**src/rtl/universal_shift_register.sv**
```systemverilog
// Parametrised universal shift register: hold / shift-left / shift-right / parallel-load,
// registered serial output and a frame counter. Define UNIVERSAL_SHIFT_ROTATE_EN to add the ROT input.
module universal_shift_register #(
    parameter int  WIDTH     = 16,
    parameter int  FRAME_LEN = 16,
    localparam int CW        = $clog2(FRAME_LEN)
) (
    input  logic             CLK,
    input  logic             RESET,
    input  logic             EN,
    input  logic [1:0]       MODE,
    input  logic             IN,
`ifdef UNIVERSAL_SHIFT_ROTATE_EN
    input  logic             ROT,
`endif
    input  logic [WIDTH-1:0] PIN,
    output logic [WIDTH-1:0] OUT,
    output logic             SOUT,
    output logic [CW-1:0]    COUNT,
    output logic             FRAME_DONE
);

    typedef enum logic [1:0] {
        MODE_HOLD  = 2'b00,
        MODE_LEFT  = 2'b01,
        MODE_RIGHT = 2'b10,
        MODE_LOAD  = 2'b11
    } mode_e;

    localparam logic [CW-1:0] LAST_COUNT = CW'(FRAME_LEN - 1);

    logic [WIDTH-1:0] data_q, data_d;
    logic             sout_q, sout_d;
    logic [CW-1:0]    count_q, count_d;
    logic             frameDone_q, frameDone_d;
    logic             shiftEvent;
    logic             rotate;
    mode_e            modeSel;

`ifdef UNIVERSAL_SHIFT_ROTATE_EN
    assign rotate = ROT;
`else
    assign rotate = 1'b0;
`endif

    assign modeSel = mode_e'(MODE);

    // Next-state: rotate recirculates the outgoing bit instead of taking IN; counter advances on any shift.
    always_comb begin
        data_d      = data_q;
        sout_d      = sout_q;
        count_d     = count_q;
        frameDone_d = 1'b0;
        shiftEvent  = 1'b0;
        if (EN) begin
            unique case (modeSel)
                MODE_LEFT: begin
                    data_d     = {data_q[WIDTH-2:0], rotate ? data_q[WIDTH-1] : IN};
                    sout_d     = data_q[WIDTH-1];
                    shiftEvent = 1'b1;
                end
                MODE_RIGHT: begin
                    data_d     = {rotate ? data_q[0] : IN, data_q[WIDTH-1:1]};
                    sout_d     = data_q[0];
                    shiftEvent = 1'b1;
                end
                MODE_LOAD: begin
                    data_d  = PIN;
                    count_d = '0;
                end
                MODE_HOLD: begin
                end
            endcase
        end
        if (shiftEvent) begin
            if (count_q == LAST_COUNT) begin
                count_d     = '0;
                frameDone_d = 1'b1;
            end else begin
                count_d = count_q + 1'b1;
            end
        end
    end

    always_ff @(posedge CLK) begin
        if (RESET) begin
            data_q      <= '0;
            sout_q      <= 1'b0;
            count_q     <= '0;
            frameDone_q <= 1'b0;
        end else begin
            data_q      <= data_d;
            sout_q      <= sout_d;
            count_q     <= count_d;
            frameDone_q <= frameDone_d;
        end
    end

    assign OUT        = data_q;
    assign SOUT       = sout_q;
    assign COUNT      = count_q;
    assign FRAME_DONE = frameDone_q;

endmodule

```
**config.mk**
```make
export PLATFORM = sky130hd
export DESIGN_NAME = universal_shift_register
export DESIGN_NICKNAME = d
export VERILOG_FILES = /design/src/rtl/universal_shift_register.sv
export SDC_FILE = /design/constraint.sdc
export NUM_CORES = 1
export LEC_CHECK = 0
export ABC_AREA = 1
export CORE_ASPECT_RATIO = 1.2
export CORE_MARGIN = 1.5
export CORE_UTILIZATION = 35
export CTS_BUF_LIST = sky130_fd_sc_hd__clkbuf_16
export DETAILED_ROUTE_END_ITERATION = 8
export PLACE_DENSITY = 0.72
export RECOVER_POWER = 50
export SYNTH_ARGS = -nofsm -noshare
export SYNTH_HDL_FRONTEND = slang
export SYNTH_SLANG_ARGS = --single-unit
export TNS_END_PERCENT = 10
```
**constraint.sdc**
```tcl
create_clock -name CLK -period 1.24 [get_ports CLK]
set_clock_uncertainty 0.15 [all_clocks]
set_input_delay 0.186 -clock CLK [delete_from_list [all_inputs] [get_ports CLK]]
set_output_delay 0.186 -clock CLK [all_outputs]
set_load 0.03 [all_outputs]
```
==> flow_summary.toml <==
[power_and_ir_drop]
intPower_uw = 1410
power_switching_uw = 580.3
p_per_area_nw_per_um2 = 1153
p_clk_frac = 0.348
leakage_uw = 0.0007273
p_sw_frac = 0.2916
ir_drop_mv = 0.8586
combPwrFrac = 0.247
seq_power_share = 0.405

[synthesis]
yosys.area.top_type_share = 0.3937
async_flop_share = 0
ys_seq_elements = 22
syn_area_sq_um = 1119
yosysTopAreaCell = "dfxtp_1"
synth_area_leaders = "dfxtp_1 (39%), nand2_1 (13%), a31oi_1 (8.9%), a21oi_1 (8.5%), o21ai_0 (5.4%)"
synth.most_common_cell = "nand2_1"
seq_area_frac_synth = 0.3937
synthCells = 151
syn_area_per_cell_sq_um = 7.408
synth_nets = 177
synth_edf_count = 0
ys_warn_count = 0
synth_ff_type = "dfxtp_1"
netlist_top_cells_count = "nand2_1 (40), dfxtp_1 (22), a21oi_1 (19)"
ys_types = 21

[drt]
final_antenna_net_count = 0
routedWlPerCell_microns = 13.04
route.detailed.drc = 0
vias = 1286
drtIter0Drc = 65
drt-total-wl_mm = 3.143
first_pass_iters = 4
viasPerCell = 5.336

[clocking]
clk_pin_slew_ps = 60
htreeDepth = 1
cts_hold_buf = 0
cts-root-buf = "clkbuf_16"
cts_tree = "built"
cts_buffers = 3
cts_sinks = 22
cts_buffer_depth = 2
clock_latency_ps = 250

[timing]
fin_crit_sh = 0.9682
grt_setup_unrepaired = "false"
tightest_slew_ps = 230.6
hold_violations = 0
period_needed_ps = 1201
slew_viol_final = 0
max_freq_ghz = 0.8330
setup_viol = 0
maxSlewHeadroom = 0.8459
finalHoldWorstSlack_ps = 347.1

[setup_path]
crit_arrival_ps = 1200
slowest_stage = "dfxtp_2"
cp_slowest_stage_delay_ps = 340
path_cells = "ha_2 > or2_2 > nand3_1 > a21oi_1"
cp.required_ps = 1230
worstPathMaxFanout = 5
startpoint_type = "flop"
reg2reg_depth = 4
path_class = "flop to flop"
crit_path_end_kind = "flop"

[layout]
stdcell_count = 241
finalInstanceArea_sq_um = 1727
drive_gt1_frac = 0.2878
diodes = 0
seq_area_sq_um = 444.2
multi_input_area_sq_um = 618.1
fin_util = 0.5651
syn2layout_area_growth_pct = 54.36
nets = 232
fill_cells = 303

[global_routing]
grt_busiest_layer = "met2"
use_met3 = 0.04147
use_met2 = 0.3006
overflow = 0
grt.total_usage = 0.1899
grt_max_degree = 19
grt_pass1_vias = 1148
grt_use_met1 = 0.2360
antenna_found_initial = 0
grt_pass1_wl_mm = 5.023

[die]
core_sq_um = 3055
fp-row-count = 22
start_util = 0.3661
die_w_microns = 54.61
die_area_sq_um = 3545
die_h_microns = 64.93
ios = 44

[place]
placed_area_sq_um = 1620
dpl.cell_count = 235
hpwl_mm = 2.242
gp_congestion = 0.7866
portBuffers = 43

[run_status]
status = "finished, final reports clean"

[min_path]
hp-class = "input pin to flop"
min_path_cells = 3

[flow_run]
maxCapViolations = 0
-- cells by family (layout without fill, tap and decap cells) --
logic type / Yosys count / after routing / synth area share
compound gates: 56 / 56 / 0.2752
fa+ha+maj: 4 / 4 / 0.04474
buf+inv: 19 / 72 / 0.08725
flops: 22 / 22 / 0.3937
simple gates: 50 / 51 / 0.1991
-- cell usage in the layout (no fill, tap or decap), types with 2 or more instances in the layout --
cell type	count
nand2_2	2
clkbuf_2	5
inv_1	8
buf_4	29
clkdlybuf4s50_1	18
o21ai_0	12
o211ai_1	2
a21oi_1	18
dfxtp_2	3
inv_2	2
clkbuf_16	3
dfxtp_1	19
a31oi_1	16
buf_12	3
o21ai_1	5
ha_2	2
nor2_4	3
nand3_1	3
nand2_1	38
-- layout make-up --
type	count	area share
repair buffers	57	0.2877
flip-flops and latches	22	0.2572
inverters	11	0.02536
well taps	36	0.02609
clock buffers	3	0.04348
clock inverters	1	0.002174
multi-input cells	111	0.3580
-- power by group through the flow --
stage                     clock, uW  combinational [uW]  sequential [uW]
final                           693                 492              805
after global routing            740                 529              812
after CTS                       700                 493              805
after detailed placement          0                 478              819
after global placement            0                 469              818
after floorplan                   0                 169              902
-- routing by layer --
metal | part of all wire | vias to the layer above
li1 | - | 634
met1 | 0.44 | 595
met2 | 0.48 | 48
met3 | 0.056 | 9
met4 | 0.020 | 0
met5 | 0 | -
-- critical path, delay by kind of cell, from the launching register on --
family | cells | cell delay, ps
AND/OR/NAND/NOR | 2 | 340
AO/OA/AOI/OAI | 1 | 60
flip-flops | 1 | 340
adder cells (fa/ha/maj) | 1 | 200
-- repair_timing --
| item | 4_1_cts | 5_1_grt |
|---|---|---|
| pin swaps | 1 | 1 |
| gates resized for setup | 12 | 10 |
| setup buffers | 0 | 1 |
| setup endpoints to repair | 22 | 19 |
| endpoints found under the hold margin | 0 | 0 |
| cloned | 1 | 0 |
-- state kept, by name, summed over array words and instances (netlist names) --
register,flops
FRAME_DONE,1
SOUT,1
OUT,16
COUNT,4
-- worst paths after layout --
kind             from  endpoint  slack, ps
min           PIN[10]   OUT[10]        350
max          COUNT[0]  COUNT[2]         40
min reg2reg  COUNT[0]  COUNT[0]        350
max reg2reg  COUNT[0]  COUNT[2]         40
-- metrics by stage --
| step | setup TNS (ps) | worst slack [ps] | total power, uW |
|---|---|---|---|
| 2_1_floorplan | -2.709 | -0.9005 | 1071 |
| 3_3_place_gp | -10850 | -520.1 | 1287 |
| 3_5_place_dp | -11880 | -569.8 | 1297 |
| 4_1_cts | 0 | 1.852 | 1997 |
| 5_1_grt | 0 | 0.6586 | 2082 |
| 6_report | 0 | 39.45 | 1990 |
Note: power is estimated with default switching activity, not from simulation.
